[src/rtl/hangman_pkg.sv]
// ============================================================================
// hangman_pkg : shared states, key codes and letter classifier for the
//               hangman guess engine.                         Revision 1.0
// ============================================================================
`default_nettype none

package hangman_pkg;

  typedef enum logic [2:0] {
    ST_LOAD      = 3'd0,
    ST_LOAD_DRAW = 3'd1,
    ST_PLAY      = 3'd2,
    ST_SCAN      = 3'd3,
    ST_RESOLVE   = 3'd4,
    ST_DRAW      = 3'd5,
    ST_WON       = 3'd6,
    ST_LOST      = 3'd7
  } state_e;

  localparam logic [7:0] KEY_ENTER = 8'h0A;
  localparam logic [7:0] KEY_NONE  = 8'h00;
  localparam logic [7:0] CHAR_A    = 8'h41;
  localparam logic [7:0] CHAR_Z    = 8'h5A;
  localparam int         ALPHA_N   = 26;

  function automatic logic is_letter(input logic [7:0] code);
    return (code >= CHAR_A) && (code <= CHAR_Z);
  endfunction

endpackage

`default_nettype wire

[src/rtl/hangman_word_store.sv]
// ============================================================================
// hangman_word_store : secret-word register file with append pointer and
//                      combinational read port.               Revision 1.0
// ============================================================================
`default_nettype none

module hangman_word_store
  import hangman_pkg::*;
#(
  parameter int MAX_LEN = 10,
  parameter int CHAR_W  = 8,
  parameter int LEN_W   = $clog2(MAX_LEN + 1),
  parameter int IDX_W   = $clog2(MAX_LEN)
) (
  input  logic              clk_i,
  input  logic              rst_ni,
  input  logic              clr_i,
  input  logic              wr_en_i,
  input  logic [CHAR_W-1:0] wr_data_i,
  input  logic [IDX_W-1:0]  rd_idx_i,
  output logic [CHAR_W-1:0] rd_data_o,
  output logic [LEN_W-1:0]  len_o
);

  logic [CHAR_W-1:0] mem_q [MAX_LEN];
  logic [LEN_W-1:0]  len_q;
  logic              w_full;

  // Writes past the last slot are silently dropped.
  assign w_full = (len_q == LEN_W'(MAX_LEN));

  always_ff @(posedge clk_i or negedge rst_ni) begin
    if (!rst_ni) begin
      len_q <= '0;
      for (int i = 0; i < MAX_LEN; i++) mem_q[i] <= '0;
    end else if (clr_i) begin
      len_q <= '0;
      for (int i = 0; i < MAX_LEN; i++) mem_q[i] <= '0;
    end else if (wr_en_i && !w_full) begin
      mem_q[len_q[IDX_W-1:0]] <= wr_data_i;
      len_q                   <= len_q + LEN_W'(1);
    end
  end

  assign rd_data_o = mem_q[rd_idx_i];
  assign len_o     = len_q;

endmodule

`default_nettype wire

[src/rtl/hangman_guess_engine.sv]
// ============================================================================
// hangman_guess_engine : word load, per-position guess scan, miss/win/lose
//   tracking and redraw handshake. Option: HANGMAN_REPEAT_TRACK_EN. Rev 1.0
// ============================================================================
`default_nettype none

module hangman_guess_engine
  import hangman_pkg::*;
#(
  parameter int MAX_LEN    = 10,
  parameter int CHAR_W     = 8,
  parameter int MAX_MISSES = 6,
  parameter int LEN_W      = $clog2(MAX_LEN + 1),
  parameter int MISS_W     = $clog2(MAX_MISSES + 1)
) (
  input  logic              clock,
  input  logic              resetn,
  input  logic              new_game,
  input  logic              key_valid,
  input  logic [CHAR_W-1:0] key_code,
  output logic              guess_ready,
  output logic [LEN_W-1:0]  word_len,
  output logic [MAX_LEN-1:0] revealed,
  output logic [MISS_W-1:0] miss_count,
  output logic              last_hit,
  output logic              draw_req,
  input  logic              draw_ack,
  output logic              won,
  output logic              lost
`ifdef HANGMAN_REPEAT_TRACK_EN
  ,
  output logic [ALPHA_N-1:0] used_letters
`endif
);

  localparam int IDX_W = $clog2(MAX_LEN);

  state_e             state_q, state_d;
  logic [CHAR_W-1:0]  guess_q, guess_d;
  logic [IDX_W-1:0]   idx_q, idx_d;
  logic               hit_q, hit_d;
  logic [MAX_LEN-1:0] revealed_q, revealed_d;
  logic [MISS_W-1:0]  miss_q, miss_d;
  logic               last_hit_q, last_hit_d;

  logic               w_letter;
  logic               w_enter;
  logic               w_repeat;
  logic               w_wr_en;
  logic               w_scan_last;
  logic [CHAR_W-1:0]  w_rd_data;
  logic [LEN_W-1:0]   w_len;
  logic [MAX_LEN-1:0] w_len_mask;

  hangman_word_store #(
    .MAX_LEN (MAX_LEN),
    .CHAR_W  (CHAR_W),
    .LEN_W   (LEN_W),
    .IDX_W   (IDX_W)
  ) u_store (
    .clk_i     (clock),
    .rst_ni    (resetn),
    .clr_i     (new_game),
    .wr_en_i   (w_wr_en),
    .wr_data_i (key_code),
    .rd_idx_i  (idx_q),
    .rd_data_o (w_rd_data),
    .len_o     (w_len)
  );

  // A letter code must also have zero upper bits when CHAR_W is wider than 8.
  assign w_letter = key_valid && is_letter(key_code[7:0])
                    && (key_code == CHAR_W'(key_code[7:0]));
  assign w_enter  = key_valid && (key_code == CHAR_W'(KEY_ENTER));
  assign w_scan_last = ((LEN_W'(idx_q) + LEN_W'(1)) == w_len);

  always_comb begin
    w_len_mask = '0;
    for (int i = 0; i < MAX_LEN; i++) w_len_mask[i] = (LEN_W'(i) < w_len);
  end

`ifdef HANGMAN_REPEAT_TRACK_EN
  logic [ALPHA_N-1:0] used_q, used_d;
  logic [4:0]         w_key_idx;
  logic [4:0]         w_guess_idx;

  assign w_key_idx   = 5'(key_code[7:0] - CHAR_A);
  assign w_guess_idx = 5'(guess_q[7:0] - CHAR_A);
  assign w_repeat    = used_q[w_key_idx];
  assign used_letters = used_q;
`else
  assign w_repeat = 1'b0;
`endif

  always_comb begin
    state_d    = state_q;
    guess_d    = guess_q;
    idx_d      = idx_q;
    hit_d      = hit_q;
    revealed_d = revealed_q;
    miss_d     = miss_q;
    last_hit_d = last_hit_q;
    w_wr_en    = 1'b0;
`ifdef HANGMAN_REPEAT_TRACK_EN
    used_d     = used_q;
`endif

    if (new_game) begin
      state_d    = ST_LOAD;
      guess_d    = '0;
      idx_d      = '0;
      hit_d      = 1'b0;
      revealed_d = '0;
      miss_d     = '0;
      last_hit_d = 1'b0;
`ifdef HANGMAN_REPEAT_TRACK_EN
      used_d     = '0;
`endif
    end else begin
      unique case (state_q)
        ST_LOAD: begin
          w_wr_en = w_letter;
          if (w_enter && (w_len != '0)) state_d = ST_LOAD_DRAW;
        end
        ST_LOAD_DRAW: begin
          if (draw_ack) state_d = ST_PLAY;
        end
        ST_PLAY: begin
          if (w_letter && !w_repeat) begin
            guess_d = key_code;
            idx_d   = '0;
            hit_d   = 1'b0;
            state_d = ST_SCAN;
          end
        end
        ST_SCAN: begin
          if (w_rd_data == guess_q) begin
            revealed_d[idx_q] = 1'b1;
            hit_d             = 1'b1;
          end
          if (w_scan_last) state_d = ST_RESOLVE;
          else             idx_d   = idx_q + IDX_W'(1);
        end
        ST_RESOLVE: begin
          last_hit_d = hit_q;
          if (!hit_q && (miss_q != MISS_W'(MAX_MISSES))) miss_d = miss_q + MISS_W'(1);
`ifdef HANGMAN_REPEAT_TRACK_EN
          used_d[w_guess_idx] = 1'b1;
`endif
          state_d = ST_DRAW;
        end
        ST_DRAW: begin
          // Win takes precedence if the last letter and last miss coincide.
          if (draw_ack) begin
            if ((revealed_q & w_len_mask) == w_len_mask) state_d = ST_WON;
            else if (miss_q == MISS_W'(MAX_MISSES))       state_d = ST_LOST;
            else                                          state_d = ST_PLAY;
          end
        end
        ST_WON, ST_LOST: ;
        default: state_d = ST_LOAD;
      endcase
    end
  end

  always_ff @(posedge clock or negedge resetn) begin
    if (!resetn) begin
      state_q    <= ST_LOAD;
      guess_q    <= '0;
      idx_q      <= '0;
      hit_q      <= 1'b0;
      revealed_q <= '0;
      miss_q     <= '0;
      last_hit_q <= 1'b0;
`ifdef HANGMAN_REPEAT_TRACK_EN
      used_q     <= '0;
`endif
    end else begin
      state_q    <= state_d;
      guess_q    <= guess_d;
      idx_q      <= idx_d;
      hit_q      <= hit_d;
      revealed_q <= revealed_d;
      miss_q     <= miss_d;
      last_hit_q <= last_hit_d;
`ifdef HANGMAN_REPEAT_TRACK_EN
      used_q     <= used_d;
`endif
    end
  end

  assign guess_ready = (state_q == ST_PLAY);
  assign draw_req    = (state_q == ST_LOAD_DRAW) || (state_q == ST_DRAW);
  assign won         = (state_q == ST_WON);
  assign lost        = (state_q == ST_LOST);
  assign word_len    = w_len;
  assign revealed    = revealed_q;
  assign miss_count  = miss_q;
  assign last_hit    = last_hit_q;

endmodule

`default_nettype wire

[config.mk]
export PLATFORM = sky130hd
export DESIGN_NAME = hangman_guess_engine
export DESIGN_NICKNAME = d
export VERILOG_FILES = /design/src/rtl/hangman_pkg.sv /design/src/rtl/hangman_word_store.sv /design/src/rtl/hangman_guess_engine.sv
export SDC_FILE = /design/constraint.sdc
export NUM_CORES = 1
export LEC_CHECK = 0
export CAP_MARGIN = 25
export CORE_ASPECT_RATIO = 0.8
export CORE_UTILIZATION = 55
export CTS_CLUSTER_DIAMETER = 150
export DETAILED_ROUTE_END_ITERATION = 8
export PLACE_DENSITY = 0.74
export SETUP_SLACK_MARGIN = 0.05
export SLEW_MARGIN = 40
export SYNTH_ARGS = -nofsm -noshare
export SYNTH_HDL_FRONTEND = slang
export SYNTH_SLANG_ARGS = --single-unit
[constraint.sdc]
create_clock -name clock -period 6 [get_ports clock]
set_input_delay 0.6 -clock clock [delete_from_list [all_inputs] [get_ports clock]]
set_output_delay 0.6 -clock clock [all_outputs]
set_load 0.05 [all_outputs]
# Word-level counts from Yosys, hierarchy flattened

Index checks and enable logic that the tools add are counted.

Add/subtract/negate cells: 3
Magnitude comparators: 17
Equal/unequal tests: 21
Mux-type cells: 42
Bitwise gates (word level): 4
Reductions and logical operators: 28

Operator list:

| operator                                                           | number |
|---|---|
| 2-to-1 mux 80 bit                                                  | 2 |
| bitwise mux 80 bit                                                 | 1 |
| 2-to-1 mux 8 bit                                                   | 6 |
| 2-to-1 mux 3 bit                                                   | 11 |
| binary-select mux 8 bit (select 4 bit)                             | 1 |
| demux 8 bit (select 4 bit)                                         | 1 |
| 2-to-1 mux 10 bit                                                  | 3 |
| != test 3 bit (second input constant)                              | 7 |
| 2-to-1 mux 4 bit                                                   | 5 |
| one-hot mux 3 bit (6 select lines)                                 | 1 |
| < comparator 3 x 4 -> 1 bit (first input constant)                 | 4 |
| == test 3 bit (second input constant)                              | 5 |
| nonzero test 2 bit                                                 | 7 |
| AND 10 bit                                                         | 1 |
| == test 10 bit                                                     | 1 |
| greater-or-equal comparator 5 bit (second input constant)          | 2 |
| inverter 4 -> 5 bit                                                | 2 |
| OR 10 bit                                                          | 1 |
| adder 4 x 1 -> 4 bit (second input constant)                       | 2 |
| == test 8 x 4 -> 1 bit (second input constant)                     | 1 |
| == test 8 bit                                                      | 1 |
| greater-or-equal comparator 8 x 7 -> 1 bit (second input constant) | 1 |
| less-or-equal comparator 8 x 7 -> 1 bit (second input constant)    | 1 |
| logical AND 1 bit                                                  | 8 |
| 25 further kinds                                                   | 40 |

Register bits after elaboration: 114
Input port bits: 13
Output and inout port bits: 22
Word-level logic and storage cells: 133

# Longest topological paths before layout

Gate-level depths: netlist of the first run.

Depth in word-level cells: 8
Gate-level depth with buffers: 11

# Hierarchy

Synthesis of the first run repeated with hierarchy kept, for this count alone.

Cells, all modules: 632
Area, all modules: 6,140.9 um^2

Modules (own cells, without submodules):

| module               | instances | cells each | area an instance (um^2) | seq. area each (um^2) |
|---|---|---|---|---|
| hangman_word_store   | 1         | 432        | 4,322.9                 | 2,102.0 |
| hangman_guess_engine | 1         | 200        | 1,818.0                 | 750.7 |

# Worst setup path before layout of the first run

OpenSTA, ideal clock, no wires.

Kind: reg-to-reg
Start point: register state_q[0]
End point: register idx_q[1]
Arrival time: 2.592 ns
Required time: 5.868 ns
Path slack: 3.276 ns
Stages on the path, launching flop included: 6
Cell sequence: dfrtp_1 > clkbuf_1 > nor3b_1 > o21ai_0 > a22oi_1 > nor2_1

Longest elaborated chain between the ends: 3
Elaborated cells between the ends (all ways): 8
Classes of those cells: eq/ne: 4; mux: 2; reduce/logical: 2

RTL lines:

| element                                                                         | line                        | source |
|---|---|---|
| start, declared                                                                 | hangman_guess_engine.sv:38  | `state_e state_q, state_d;` |
| start signal, assigned                                                          | hangman_guess_engine.sv:179 | `state_q <= state_d;` |
| == test 3 x 2 -> 1 bit *                                                        | --                          |  |
| named net guess_ready                                                           | hangman_guess_engine.sv:21  | `output logic guess_ready,` |
| != test 3 x 2 -> 1 bit (no source line) (tied with other cells)                 | --                          |  |
| AND reduction 3 bit (no source line) / 2-to-1 mux 4 bit (equally long branches) | --                          |  |
| end signal, assigned                                                            | hangman_guess_engine.sv:181 | `idx_q <= idx_d;` |
| end, declared                                                                   | hangman_guess_engine.sv:40  | `logic [IDX_W-1:0] idx_q, idx_d;` |

Mark *: on every way through the listed nets, which the timed path passes. The rest lies on a longest branch.
A chain may end at the register's enable or synchronous reset.

# Final worst setup path of the first run

Start point: register idx_q[0]
End point: register hit_q

Longest elaborated chain between the ends: 7

RTL lines:

| element                                              | line                        | source |
|---|---|---|
| inverter 4 -> 5 bit (implied by the code)            | hangman_word_store.sv:45    | `assign rd_data_o = mem_q[rd_idx_i];` |
| binary-select mux 8 bit (select 4 bit)               | hangman_word_store.sv:45    |  |
| 2-to-1 mux 8 bit (implied by the code) (2 in series) | hangman_word_store.sv:45    |  |
| == test 8 bit                                        | hangman_guess_engine.sv:137 | `if (w_rd_data == guess_q) begin` |
| != test 3 bit (no source line)                       | --                          |  |
| AND reduction 3 bit (no source line)                 | --                          |  |
| end signal, assigned                                 | hangman_guess_engine.sv:182 | `hit_q <= hit_d;` |
| end, declared                                        | hangman_guess_engine.sv:41  | `logic hit_q, hit_d;` |

Every way passes these cells. The select of a mux whose other input is x is not followed.

==> out/metrics.yaml, run 1 <==
outcome: "finished, final reports clean"
skew_ps: 7.39
r2r_slack_ps: 2590
post-dp-hpwl_um: 9390
slowest_delay_ps: 840
final_cell_mix: "dfrtp_1, nor2_1, mux2i_1"
slew_violations: 0
ir_drop_mv: 0.192
synth_area_per_cell_um2: 10.9
fill_cells: 792
placedInstanceArea_um2: 6290
area_delta_synth_final_pct: 16.1
num_rows: 33
post_cts_resized: 0
ys_warn_count: 0
synthArstFlopShare_pct: 100
clk_latency_ps: 420
final_layout_size_suffix_gt1_share_pct: 12.5
grt_pass1_wl_um: 23400
final_common_cell: "dfrtp_1"
synth_cells: 548
diodes: 0
syn_nets: 571
synth_edf_count: 0
cp.required_ps: 6300
powerDensity_nw_per_um2: 291
initial_utilization_pct: 57.4
ios: 35
cts_buffers: 17
synth-seq-cells: 114
holdBufCountCts: 0
rsz0062_at_grt: "no"
crit_path_max_fanout: 24
grt.total_usage_pct: 28.2
vias: 4340
power.total_mw: 2.02
hold_path.class: "in2async"
max-cap-violations: 0
drt_wl_total_um: 14600
routed_via_density: 6.06
drtIter0Drc: 448
ant_nets: 0
root_buffer: "clkbuf_16"
die_w_um: 119
crit_path_start_kind: "flop"
crit_start: "idx_q[0]$_DFFE_PN0P_"
reg2reg_from: "idx_q[0]$_DFFE_PN0P_"
fmax_mhz: 294
synth_seq_area_share_pct: 47.8
setup_viol: 0
worstSetupPathType: "reg2reg"
syn-cell-area_um2: 5970
globalplace.congestion: 0.859
leakage_nw: 2.94
stdcell_area_um2: 6930
drc: 0
dieArea_um2: 11300
worst_slew_pin_slew_ps: 829
setup_tns_ps: 0
clockBufferDepth: 2
clkSlewWorstSetupHoldPaths_ps: 50
cts_sinks: 114
core_um2: 10400
fin_nets: 587
layout_min_cycle_time_ps: 3410
arrival_ps: 3710
slowest_stage: "dfrtp_2"
grt_overflow_total: 0
drtPass1Iterations: 5
htree_levels: 4
antenna_found_initial: 0
final_hold_viol_count: 0
cp-end-kind: "flop"
grt_max_degree: 83
post_drt_wl_per_cell_um: 20.4
cts_tree: "done"
crit_chain: "buf_4 > mux2i_1 > nor2_1 > a211oi_1 > xor2_1 > nand4_2 > o41ai_2"
maxSlewHeadroom_pct: 44.6
netlist-cell-type-count: 55
cts_setup_buffers: 0
numPortBuffers: 34
die_h_um: 95.2
finalCritPeriodShare_pct: 56.8
synth_ff_type: "dfrtp_1"
first_global_vias: 4337
[cells by family after synthesis]
family,Yosys count,share of synthesized area [%]
flip-flops,114,47.8
AO/OA/AOI/OAI,63,9.24
AND/OR/NAND/NOR,193,16.5
XOR/XNOR,17,2.72
adder cells (fa/ha/maj),10,2.10
multiplexers,88,16.4
buffers and inverters,63,5.24
[cell usage after synthesis, drive strengths merged (3+ instances only)]
cell type,count,area share [%]
a211oi,9,1.2
nand2,22,1.4
or3,3,0.31
xnor2,6,0.88
buf,20,2.5
nand4,4,0.52
o21ai,4,0.34
o22ai,7,0.73
o32ai,14,3.3
dfrtp,114,48
mux4,8,3.0
clkbuf,22,1.4
and3,8,0.84
nand3,4,0.59
nor2b,9,0.94
xor2,10,1.5
inv,21,1.3
a21oi,10,0.84
nor2,101,6.3
mux2i,79,13
ha,10,2.1
and3b,7,1.0
or3b,4,0.59
nor3b,17,2.1
nand3b,3,0.38
a22oi,3,0.38
nand2b,4,0.42
[metrics by stage]
step,setup slack (ps),util [%],hold WS [ps],instances
after floorplan,3280,-,304,548
after global placement,2360,60.5,481,685
after detailed placement,2230,60.5,493,685
after CTS,2620,66.5,251,716
after global routing,2350,66.6,277,716
final,2590,66.6,233,716
[flip-flops by register name (all words and copies together) (netlist names)]
register and cells:
idx_q 4, u_store.mem_q 80, revealed 10, miss_count 3, guess_q 8, state_q 3
hit_q 1, last_hit 1, u_store.len_o 4
[area by class of cell]
class                      instances  area, um2  share of cell area (%)
sequential                       114       2860                    41.2
inverter                          21       78.8                    1.14
clock buffer                      23        498                    7.18
multi-input combinational        371       2820                    40.7
clock inverter                     8        125                    1.80
tap                              140        175                    2.53
timing repair buffer              39        380                    5.49
[metal layers]
layer	wire, um	part of all wire, %	track usage [%]	up-vias
met5	0	0	0	-
met4	181	1.2	10.3	0
met3	1160	7.9	8.61	15
met2	6760	46	42.9	167
met1	6540	45	38.4	2215
li1	-	-	-	1943
[worst paths after layout]
path | to | cells past startpoint
hold reg to reg | u_store.mem_q[54]$_DFFE_PN0P_ | 2
hold / removal | u_store.mem_q[79]$_DFFE_PN0P_ | 1
max in group asynchronous | idx_q[1]$_DFFE_PN0P_ | 2
min in group clock | u_store.mem_q[54]$_DFFE_PN0P_ | 2
setup / recovery | hit_q$_DFFE_PN0P_ | 7
setup reg to reg | hit_q$_DFFE_PN0P_ | 7
[power breakdown]
group	leakage, nW	switching [mW]	total, mW	internal [mW]
clock network	0.294	0.358	1.06	0.704
registers	1.59	0.0231	0.800	0.777
logic	1.05	0.104	0.158	0.0548
[critical path: cells and delay by family (launching register included)]
family          cells  cell delay (ps)
flops               1              840
simple gates        2              530
mux                 1              310
xor+xnor            1              230
buf+inv             1              400
compound gates      2              960
Power figures use the tool's default switching activity.
==> inputs of run 2 (changes only) <==
CORE_UTILIZATION = 54   (was 55)
PLACE_DENSITY = 0.76   (was 0.74)
clock period = 2.85 ns   (was 6 ns; I/O delays follow)
==> out/metrics.yaml, run 2 (synthesis results as in run 1) <==
wl_met2_um: 6650
hold_path.class: "in2reg"
grt_max_degree: 93
post_drt_wl_per_cell_um: 20.2
outcome: "finished, final reports clean"
reg2reg_from: "idx_q[0]$_DFFE_PN0P_"
final_layout_size_suffix_gt1_share_pct: 16.5
die_h_um: 96.1
root_buffer: "clkbuf_16"
worst_slew_pin_slew_ps: 728
clk_latency_ps: 420
grt_pass1_wl_um: 24500
routed_via_density: 6.06
powerDensity_nw_per_um2: 617
cts_buffers: 17
leakage_nw: 3.10
drt_wl_total_um: 15100
fin_nets: 615
drtPass1Iterations: 5
cts_sinks: 114
numPortBuffers: 34
clockBufferDepth: 2
drtIter0Drc: 646
num_rows: 33
vias: 4517
htree_levels: 4
post-dp-hpwl_um: 10300
fill_cells: 784
hold_start: "new_game"
crit_start: "idx_q[0]$_DFFE_PN0P_"
slowest_delay_ps: 540
setup_tns_ps: 0
largest_reg_flops: 80
ir_drop_mv: 0.436
ios: 35
holdBufCountCts: 1
area_delta_synth_final_pct: 20.4
cpMostUsedCell: "buf_4"
die_w_um: 120
final_hold_viol_count: 0
diodes: 0
setup_viol: 0
grt_overflow_total: 0
fmax_mhz: 391
cts_setup_buffers: 0
initial_utilization_pct: 56.9
grt.total_usage_pct: 29.2
multi_input_area_um2: 2810
largest-register: "u_store.mem_q"
core_um2: 10500
finalCritPeriodShare_pct: 89.8
maxSlewHeadroom_pct: 51.5
crit_path_max_fanout: 18
first_global_vias: 4516
ant_nets: 0
arrival_ps: 2890
rsz0062_at_grt: "no"
final_common_cell: "dfrtp_1"
skew_ps: 7.64
final_cell_mix: "dfrtp_1, nor2_1, mux2i_1"
register_area_um2: 2850
slowest_stage: "mux4_2"
stdcell_area_um2: 7190
antenna_found_initial: 0
clkSlewWorstSetupHoldPaths_ps: 60
layout.cells.non_filler: 745
slew_violations: 0
worstSetupPathType: "reg2reg"
power.total_mw: 4.44
dieArea_um2: 11500
post_cts_resized: 0
crit_path_start_kind: "flop"
cts_tree: "done"
placedInstanceArea_um2: 6510
layout_min_cycle_time_ps: 2560
wl_met1_um: 6820
max-cap-violations: 0
finish.utilization_pct: 68.6
top_layer: "met4"
cp-end-kind: "flop"
crit_chain: "buf_4 > mux4_2 > a211oi_1 > xor2_1 > nand4_1 > buf_4 > o32ai_2"
drc: 0
cp.required_ps: 3180
placed_cells: 712
met3_length_um: 1300
globalplace.congestion: 0.870
## run 2: metal layers
metal  vias to the layer above  GRT usage, %
met2                       203          42.2
met3                        22          9.12
met1                      2283          40.9
li1                       2009             -
met5                         -             0
met4                         0          11.5
## run 2: through the flow
stage,hold WS (ps),worst slack [ps]
floorplan,-10.6,126
global placement,334,231
detailed placement,344,139
CTS,371,266
global route,385,73.9
finish,345,289
## run 2: final timing paths
path | endpoint | slack (ps) | cells past startpoint
max in group asynchronous | guess_q[1]$_DFFE_PN0P_ | 1650 | 3
min reg2reg | u_store.mem_q[54]$_DFFE_PN0P_ | 500 | 2
min in group asynchronous | u_store.mem_q[15]$_DFFE_PN0P_ | 420 | 2
max | revealed[4]$_DFFE_PN0P_ | 290 | 7
max reg2reg | revealed[4]$_DFFE_PN0P_ | 290 | 7
min | revealed[3]$_DFFE_PN0P_ | 350 | 2
## run 2: final cells by class
class	count	area share, %
clock buffers	20	6.49
clock inverters	12	2.82
inverters	21	1.10
multi-input cells	371	39.1
flip-flops and latches	114	39.7
well taps	140	2.44
repair buffers	67	8.37
## run 2: power by group
part	leakage, nW	switching (mW)	internal (mW)
combinational	1.20	0.236	0.133
clock	0.315	0.775	1.62
sequential	1.59	0.0386	1.64
total	3.10	1.05	3.39
## run 2: critical path: cells and delay by family, from the launching register on
family,cells,cell delay [ps]
flip-flops,1,400
AND/OR/NAND/NOR,1,150
buffers and inverters,2,540
AO/OA/AOI/OAI,2,640
XOR/XNOR,1,180
multiplexers,1,540
==> inputs of run 3 (changes only) <==
CAP_MARGIN = 5   (was 25)
CORE_UTILIZATION = 55   (was 54)
PLACE_DENSITY = 0.74   (was 0.76)
clock period = 3.05 ns   (was 2.85 ns; I/O delays follow)
==> out/metrics.yaml, run 3 (synthesis results as in run 1) <==
holdBufCountCts: 1
finalCritPeriodShare_pct: 89.0
placed_cells: 707
cp-end-kind: "flop"
numPortBuffers: 34
diodes: 0
cts_sinks: 114
antenna_found_initial: 0
final_layout_size_suffix_gt1_share_pct: 15.8
setup_tns_ps: 0
final_cell_mix: "dfrtp_1, nor2_1, mux2i_1"
post-dp-hpwl_um: 10200
met1_usage_pct: 40.2
crit_path_start_kind: "flop"
routed_via_density: 6.04
ios: 35
globalplace.congestion: 0.855
area_delta_synth_final_pct: 18.2
gr-usage-met3_pct: 8.37
hold_start: "new_game"
num_rows: 33
crit_cells: 7
r2r_slack_ps: 340
maxSlewHeadroom_pct: 52.8
drt_wl_total_um: 15100
hold_depth: 2
vias: 4470
worstSetupPathType: "reg2reg"
max-cap-violations: 0
arrival_ps: 3030
ir_drop_mv: 0.317
final_common_cell: "dfrtp_1"
leakage_nw: 3.02
setup_viol: 0
root_buffer: "clkbuf_16"
grt_overflow_total: 0
clockBufferDepth: 2
ant_nets: 0
drtPass1Iterations: 5
crit_path_max_fanout: 26
powerDensity_nw_per_um2: 536
clk_latency_ps: 420
grt_pass1_wl_um: 24300
grt_max_degree: 86
post_drt_wl_per_cell_um: 20.4
path_buf_inv: 2
cp.required_ps: 3370
reg2reg_depth: 7
slew_violations: 0
largest-register: "u_store.mem_q"
drc: 0
crit_chain: "buf_12 > mux4_2 > a211oi_1 > xor2_1 > nand4_1 > buf_4 > o32ai_2"
fmax_mhz: 369
first_global_vias: 4467
initial_utilization_pct: 57.4
slowest_stage: "mux4_2"
core_um2: 10400
skew_ps: 6.65
grt_use_met2_pct: 44.1
crit_family: "compound AO/OA/AOI/OAI gates"
fin_nets: 610
rsz0062_at_grt: "no"
cts_setup_buffers: 0
cts_buffers: 17
reg2reg_from: "idx_q[0]$_DFFE_PN0P_"
grt.total_usage_pct: 28.9
layout.cells.non_filler: 740
slowest_delay_ps: 530
cts_tree: "done"
min_to: "revealed[4]$_DFFE_PN0P_"
drtIter0Drc: 479
top_usage_layer: "met2"
outcome: "finished, final reports clean"
worst_slew_pin_slew_ps: 707
dieArea_um2: 11300
r2r-end: "revealed[3]$_DFFE_PN0P_"
layout_min_cycle_time_ps: 2710
final_hold_viol_count: 0
htree_levels: 4
hold_path.class: "in2reg"
post_cts_resized: 0
clkSlewWorstSetupHoldPaths_ps: 60
largest_reg_flops: 80
die_h_um: 95.2
die_w_um: 119
## run 3: final cells by class
type                       instances  area [um2]
clock buffer                      17         425
clock inverter                    15         136
fill                             787        3350
inverter                          21        78.8
multi-input combinational        371        2810
sequential                       114        2850
tap                              140         175
timing repair buffer              62         577
## run 3: metrics by stage
step | hold WS (ps) | utilization [%] | worst slack [ps] | instance area, um2 | total power, mW
3_3_place_gp | 389 | 62.3 | 270 | 6480 | 1.92
3_5_place_dp | 393 | 62.3 | 195 | 6490 | 1.93
6_report | 364 | 67.8 | 337 | 7060 | 3.78
2_1_floorplan | 9.41 | - | 326 | 5970 | 1.80
5_1_grt | 392 | 67.8 | 236 | 7060 | 3.91
4_1_cts | 382 | 67.8 | 320 | 7060 | 3.79
## run 3: where the power goes
part	switching, mW	leakage (nW)	internal, mW
Sequential	0.0366	1.59	1.53
Clock	0.757	0.254	1.12
Combinational	0.217	1.17	0.122
## run 3: worst max-delay path by stage
stage | startpoint | to | slack [ps]
floorplan | state_q[0]$_DFFE_PN0P_ | idx_q[1]$_DFFE_PN0P_ | 330
global placement | key_valid | u_store.mem_q[60]$_DFFE_PN0P_ | 270
detailed placement | key_valid | u_store.mem_q[60]$_DFFE_PN0P_ | 200
CTS | state_q[0]$_DFFE_PN0P_ | guess_ready | 320
global route | idx_q[0]$_DFFE_PN0P_ | revealed[8]$_DFFE_PN0P_ | 240
finish | idx_q[0]$_DFFE_PN0P_ | revealed[3]$_DFFE_PN0P_ | 340
## run 3: layer usage
layer	wire [um]	vias to the layer above	share of wire, %
li1	-	2002	-
met1	6690	2267	44
met2	6980	181	46
met3	1260	20	8.3
met4	193	0	1.3
met5	0	-	0
